==> config.mk <==
export PLATFORM = sky130hd
export DESIGN_NAME = flash_cmd_arbiter
export DESIGN_NICKNAME = d
export VERILOG_FILES = /design/src/rtl/flash_arb_pkg.sv /design/src/rtl/flash_rr_pick.sv /design/src/rtl/flash_cmd_arbiter.sv
export SDC_FILE = /design/constraint.sdc
export NUM_CORES = 1
export LEC_CHECK = 0
export ABC_CLOCK_PERIOD_IN_PS = 5720
export CORE_ASPECT_RATIO = 1.75
export CORE_MARGIN = 2
export CORE_UTILIZATION = 49
export CTS_BUF_LIST = sky130_fd_sc_hd__clkbuf_16
export DETAILED_ROUTE_END_ITERATION = 6
export PLACE_DENSITY = 0.95
export SLEW_MARGIN = 10
export SYNTH_ARGS = -nofsm -noshare
export SYNTH_HDL_FRONTEND = slang
export SYNTH_SLANG_ARGS = --single-unit
==> constraint.sdc <==
create_clock -name clk -period 5.72 [get_ports clk]
set_clock_uncertainty 0.2 [all_clocks]
set_input_delay 0.572 -clock clk [delete_from_list [all_inputs] [get_ports clk]]
set_output_delay 0.572 -clock clk [all_outputs]
set_load 0.01 [all_outputs]
==> src/rtl/flash_arb_pkg.sv <==
// Shared definitions for the two-requester flash command arbiter:
// op encodings, FSM states, field widths and length limits.
package flash_arb_pkg;

  localparam int ADDR_W       = 25;
  localparam int PROG_MAX_LEN = 1023;
  localparam int READ_MAX_LEN = 131071;
  localparam int LEN_W        = $clog2(READ_MAX_LEN + 1);

  typedef enum logic [1:0] {
    OP_ERASE   = 2'b00,
    OP_PROG    = 2'b01,
    OP_READ    = 2'b10,
    OP_ILLEGAL = 2'b11
  } flash_op_e;

  typedef enum logic [1:0] {
    ST_IDLE = 2'b00,
    ST_WAIT = 2'b01,
    ST_DONE = 2'b10
  } arb_state_e;

  // Read length can never exceed READ_MAX_LEN because LEN_W is sized from it.
  function automatic logic cmd_rejected(input flash_op_e op_v, input logic [LEN_W-1:0] len_v);
    logic rej;
    rej = 1'b0;
    case (op_v)
      OP_ILLEGAL: rej = 1'b1;
      OP_PROG:    rej = (len_v == '0) || (len_v > LEN_W'(PROG_MAX_LEN));
      OP_READ:    rej = (len_v == '0);
      default:    rej = 1'b0;
    endcase
    return rej;
  endfunction

endpackage

==> src/rtl/flash_rr_pick.sv <==
// Two-way round-robin picker; on a tie the requester not granted last wins.
// The last-grant pointer moves only when the owner consumes the pick.
module flash_rr_pick
  import flash_arb_pkg::*;
(
  input  logic       clk,
  input  logic       rst,
  input  logic [1:0] req_i,
  input  logic       advance_i,
  output logic       valid_o,
  output logic       winner_o
);

  logic last_q, last_d;

  always_comb begin
    valid_o  = |req_i;
    winner_o = 1'b0;
    case (req_i)
      2'b01:   winner_o = 1'b0;
      2'b10:   winner_o = 1'b1;
      2'b11:   winner_o = ~last_q;
      default: winner_o = 1'b0;
    endcase
    last_d = advance_i ? winner_o : last_q;
  end

  // Pointer resets to 1 so requester 0 wins the first tie.
  always_ff @(posedge clk or posedge rst) begin
    if (rst) begin
      last_q <= 1'b1;
    end else begin
      last_q <= last_d;
    end
  end

endmodule

==> src/rtl/flash_cmd_arbiter.sv <==
// Arbitrates erase/program/read commands from two requesters onto one flash
// engine: IDLE picks and strobes, WAIT waits for the matching done or timeout.
module flash_cmd_arbiter
  import flash_arb_pkg::*;
#(
  parameter int TIMEOUT = 50_000_000,
  parameter int TO_W    = 26
) (
  input  logic              clk,
  input  logic              rst,
  input  logic [1:0]        req,
  input  logic [3:0]        op,
  input  logic [49:0]       addr,
  input  logic [33:0]       len,
  output logic [1:0]        ack,
  output logic [1:0]        done,
  output logic [1:0]        err,
  output logic              erase_en,
  output logic              prog_en,
  output logic              read_en,
  output logic [ADDR_W-1:0] cmd_addr,
  output logic [LEN_W-1:0]  cmd_len,
  input  logic              erase_done,
  input  logic              prog_done,
  input  logic              read_done,
  output logic              busy,
  output logic              grant_id,
  output arb_state_e        dbg_state
);

  // Handshake: req[i] is held until ack[i]; ack/done/err and the engine
  // strobes are single-cycle registered pulses, never back-pressured.

  arb_state_e        state_q, state_d;
  flash_op_e         op_q, op_d;
  logic [ADDR_W-1:0] addr_q, addr_d;
  logic [LEN_W-1:0]  len_q, len_d;
  logic              gid_q, gid_d;
  logic [TO_W-1:0]   cnt_q, cnt_d;
  logic [1:0]        ack_q, ack_d, done_q, done_d, err_q, err_d;
  logic              erase_q, erase_d, prog_q, prog_d, read_q, read_d;

  logic              pick_valid, pick_winner, advance;
  flash_op_e         sel_op;
  logic [ADDR_W-1:0] sel_addr;
  logic [LEN_W-1:0]  sel_len;
  logic [1:0]        win_mask, gid_mask;
  logic              done_match;

  flash_rr_pick u_pick (
    .clk       (clk),
    .rst       (rst),
    .req_i     (req),
    .advance_i (advance),
    .valid_o   (pick_valid),
    .winner_o  (pick_winner)
  );

  assign sel_op   = pick_winner ? flash_op_e'(op[3:2]) : flash_op_e'(op[1:0]);
  assign sel_addr = pick_winner ? addr[49:25] : addr[24:0];
  assign sel_len  = pick_winner ? len[33:17] : len[16:0];
  assign win_mask = pick_winner ? 2'b10 : 2'b01;
  assign gid_mask = gid_q ? 2'b10 : 2'b01;

  assign done_match = ((op_q == OP_ERASE) && erase_done) ||
                      ((op_q == OP_PROG)  && prog_done)  ||
                      ((op_q == OP_READ)  && read_done);

  always_comb begin
    state_d = state_q;
    op_d    = op_q;
    addr_d  = addr_q;
    len_d   = len_q;
    gid_d   = gid_q;
    cnt_d   = cnt_q;
    ack_d   = 2'b00;
    done_d  = 2'b00;
    err_d   = 2'b00;
    erase_d = 1'b0;
    prog_d  = 1'b0;
    read_d  = 1'b0;
    advance = 1'b0;
    case (state_q)
      ST_IDLE: begin
        if (pick_valid) begin
          advance = 1'b1;
          gid_d   = pick_winner;
          op_d    = sel_op;
          addr_d  = sel_addr;
          len_d   = sel_len;
          ack_d   = win_mask;
          if (cmd_rejected(sel_op, sel_len)) begin
            err_d = win_mask;
          end else begin
            state_d = ST_WAIT;
            cnt_d   = '0;
            case (sel_op)
              OP_ERASE: erase_d = 1'b1;
              OP_PROG:  prog_d  = 1'b1;
              default:  read_d  = 1'b1;
            endcase
          end
        end
      end
      ST_WAIT: begin
        // A matching done in the last counted cycle beats the timeout.
        if (done_match) begin
          state_d = ST_DONE;
          done_d  = gid_mask;
        end else if (cnt_q == TO_W'(TIMEOUT - 1)) begin
          state_d = ST_IDLE;
          err_d   = gid_mask;
        end else begin
          cnt_d = cnt_q + TO_W'(1);
        end
      end
      ST_DONE: state_d = ST_IDLE;
      default: state_d = ST_IDLE;
    endcase
  end

  always_ff @(posedge clk or posedge rst) begin
    if (rst) begin
      state_q <= ST_IDLE;
      op_q    <= OP_ERASE;
      addr_q  <= '0;
      len_q   <= '0;
      gid_q   <= 1'b0;
      cnt_q   <= '0;
      ack_q   <= 2'b00;
      done_q  <= 2'b00;
      err_q   <= 2'b00;
      erase_q <= 1'b0;
      prog_q  <= 1'b0;
      read_q  <= 1'b0;
    end else begin
      state_q <= state_d;
      op_q    <= op_d;
      addr_q  <= addr_d;
      len_q   <= len_d;
      gid_q   <= gid_d;
      cnt_q   <= cnt_d;
      ack_q   <= ack_d;
      done_q  <= done_d;
      err_q   <= err_d;
      erase_q <= erase_d;
      prog_q  <= prog_d;
      read_q  <= read_d;
    end
  end

  assign ack       = ack_q;
  assign done      = done_q;
  assign err       = err_q;
  assign erase_en  = erase_q;
  assign prog_en   = prog_q;
  assign read_en   = read_q;
  assign cmd_addr  = addr_q;
  assign cmd_len   = len_q;
  assign busy      = (state_q != ST_IDLE);
  assign grant_id  = gid_q;
  assign dbg_state = state_q;

endmodule

==> summary.md <==
| Metric | Value |
|---|---|
| Area growth from synthesis to layout | `43.0%` |
| CP max stage cell | `a21bo_2` |
| Primary FF master, synth | `dfrtp_1` |
| Syn nets | `588` |
| Number of synthesized flops with an enable pin | `0` |
| Placed cell area | `5790 um2` |
| WL final | `13300 um` |
| Final hold viol count | `0` |
| Post-CTS Resized | `0` |
| Synth Register Bits | `83` |
| Ys async rst share | `1.00` |
| Top cell type's share of synthesized area | `0.483` |
| DP Wirelength | `9620 um` |
| CORE AREA | `8560 um2` |
| Peak VDD IR | `0.331 mV` |
| Synth area leader | `dfrtp_1` |
| Syn Area/Cell | `8.63 um2` |
| Fillers | `622` |
| Yosys Warn Count | `0` |
| I/O pins | `150` |
| Antenna violations before repair | `0` |
| Most frequent cells after synthesis | `113 x nand2_1, 82 x dfrtp_1, 50 x nor2_1, 43 x a31oi_1, 26 x nor4_1` |
| Remaining Overflow, GRT | `0` |
| Crit start category | `primary input` |
| Maxcap violations | `0` |
| Residual DRC | `0` |
| H-Tree Depth | `3` |
| Vias per cell | `6.06` |
| Slew Viols, Final | `0` |
| Worst-case clock buffer depth | `2` |
| CP Cell Sequence | `clkdlybuf4s50_1 > a21bo_2 > mux2i_1 > nand3_1 > nand2_1 > o21ai_2 > inv_1 > o21ai_0` |
| Buffers added on ports | `149` |
| Setup crit end kind | `register` |
| CTS tree | `built` |
| Number of global-route vias before repair | `4542` |
| RSZ-0062 raised after global routing | `false` |
| # diodes | `0` |
| Static leakage | `2.50 nW` |
| Top layer reached by signal wires | `met4` |
| Clock tree sinks | `83` |
| Initial Utilization | `0.496` |
| Critical path type | `in -> reg` |
| Max-slew headroom | `0.303` |
| Status | `finished clean` |
| Clock transition at path regs | `60 ps` |
| Total GRT Usage | `0.295` |
| Hold/Removal Path Class | `reg -> reg` |
| Syn Std Cell Area | `4250 um2` |
| Netlist cell types | `50` |
| Critical Path RT | `5770 ps` |
| Worst slew pin tran | `1050 ps` |
| Vias | `4531` |
| DRT Pass-1 Iters | `6` |
| Slowest stage delay, CP | `820 ps` |
| Final Setup Violations | `0` |
| Routed WL per cell | `17.8 um` |
| Met3 Routed Length | `1360 um` |
| First-pass GRT wire length | `21500 um` |
| RePlAce Congestion | `0.932` |
| Height of the die | `127 um` |
| Cell area power density | `447 nW/um2` |
| Clk_lat worst skew | `340 ps` |
| Nets | `722` |
| Seq/Total Area, Yosys | `0.489` |
| Row count | `45` |
| Final setup TNS | `0 ps` |
| Max Freq | `0.261 GHz` |
| Die Wd | `74.4 um` |
| DRT met1 WL | `4560 um` |
| Setup Fix Bufs, Post-CTS | `0` |
| Root Buffer | `clkbuf_16` |
| Largest net degree at the start of global routing | `89` |
| CTS Buf Count | `9` |
| Count leader, synth | `nand2_1` |
| CTS Hold Bufs | `0` |
| Antenna Violating Nets Remaining | `0` |
| Arr. time, crit path | `3880 ps` |
| Die ar. | `9460 um2` |
| Share of layout cells above drive strength 1 | `0.0444` |
| Tcrit/Tclk final | `0.669` |
| Synth top area cells | `dfrtp_1 48%, nand2_1 10%, a31oi_1 6.3%` |
| Tmin final | `3820 ps` |
| Crit Path Max Fanout | `49` |
| Mapped Cells | `492` |
| Metal2 WL | `6770 um` |
| Drt initial violations | `446` |
| Final instance area | `6070 um2` |
==> state kept, by name, summed over array words and instances, names as in the netlist <==
register / flops
cmd_addr: 25
cmd_len: 17
cnt_q: 26
read_en: 1
dbg_state: 2
prog_en: 1
done: 2
err: 2
grant_id: 1
u_pick.last_q: 1
op_q: 2
ack: 2
erase_en: 1
==> critical path: cells and delay by family <==
kind            cells  cell delay [ps]
compound gates      3             1790
buf+inv             2              880
mux                 1              320
simple gates        2              280
==> cell type report <==
class | instances | area, um2 | area share
Tap cell | 117 | 146 | 0.0241
Sequential cell | 83 | 2080 | 0.342
Clock buffer | 9 | 225 | 0.0371
Timing Repair Buffer | 153 | 1520 | 0.250
Clock inverter | 7 | 53.8 | 0.00886
Multi-Input combinational cell | 367 | 2000 | 0.330
Inverter | 12 | 46.3 | 0.00762
==> report_power, final <==
group	switching, mW	internal (mW)
Clock	0.226	0.330
Sequential	0.163	0.802
Combinational	0.640	0.555
Total	1.03	1.69
==> routing by layer <==
| layer | up-vias | global-route usage |
|---|---|---|
| met2 | 281 | 0.474 |
| met3 | 54 | 0.0868 |
| met4 | 0 | 0.167 |
| met1 | 2154 | 0.344 |
| met5 | - | 0 |
| li1 | 2042 | - |
==> metrics by stage <==
stage / instances / setup slack [ps] / hold slack [ps] / power (mW) / util
2_1_floorplan: 492 / 2810 / 247 / 1.56 / -
3_3_place_gp: 732 / 1800 / 277 / 2.09 / 0.677
3_5_place_dp: 732 / 1600 / 286 / 2.14 / 0.677
4_1_cts: 748 / 1950 / 304 / 2.71 / 0.710
5_1_grt: 748 / 1570 / 325 / 2.85 / 0.710
6_report: 748 / 1900 / 301 / 2.71 / 0.710
==> cells by family after synthesis <==
| family | Yosys count | share of synthesized area |
|---|---|---|
| simple gates | 244 | 0.266 |
| compound gates | 117 | 0.187 |
| flops | 83 | 0.489 |
| buf+inv | 42 | 0.0424 |
| mux | 5 | 0.0121 |
| fa+ha+maj | 1 | 0.00295 |
==> worst paths after layout <==
kind / from / to / slack, ps / cells after the start
worst max-delay path: req[0] / cnt_q[19]$_DFFE_PP0P_ / 1900 / 8
worst min-delay path: u_pick.last_q$_DFFE_PP1P_ / u_pick.last_q$_DFFE_PP1P_ / 300 / 2
worst max register to register: dbg_state[1]$_DFFE_PP0P_ / cnt_q[19]$_DFFE_PP0P_ / 1960 / 7
worst min register to register: u_pick.last_q$_DFFE_PP1P_ / u_pick.last_q$_DFFE_PP1P_ / 300 / 2
max in group asynchronous: rst / cnt_q[19]$_DFFE_PP0P_ / 3970 / 3
min in group asynchronous: rst / cmd_len[2]$_DFFE_PP0P_ / 670 / 3
==> placed cells by master (no fill, tap or decap), types with 2 or more instances in the layout <==
cell and n:
clkbuf_16 9, a21oi_1 11, nand3_1 14, or3_1 4, nor4_1 26, o21ai_1 2, o21a_1 2, mux2i_1 4
nand2_1 113, nor2_1 50, nor4bb_1 3, a22o_1 13, clkinv_1 2, clkinv_2 2, o2bb2ai_1 6, a21o_1 3
dfrtp_1 82, o41ai_1 4, nand4_1 10, and2_1 3, buf_4 4, clkdlybuf4s50_1 149, nand2b_1 3, a21boi_0 2
o21ai_0 19, inv_1 14, nor3_1 6, a31oi_1 43, o22ai_1 3
Note: power is estimated with default switching activity, not from simulation.
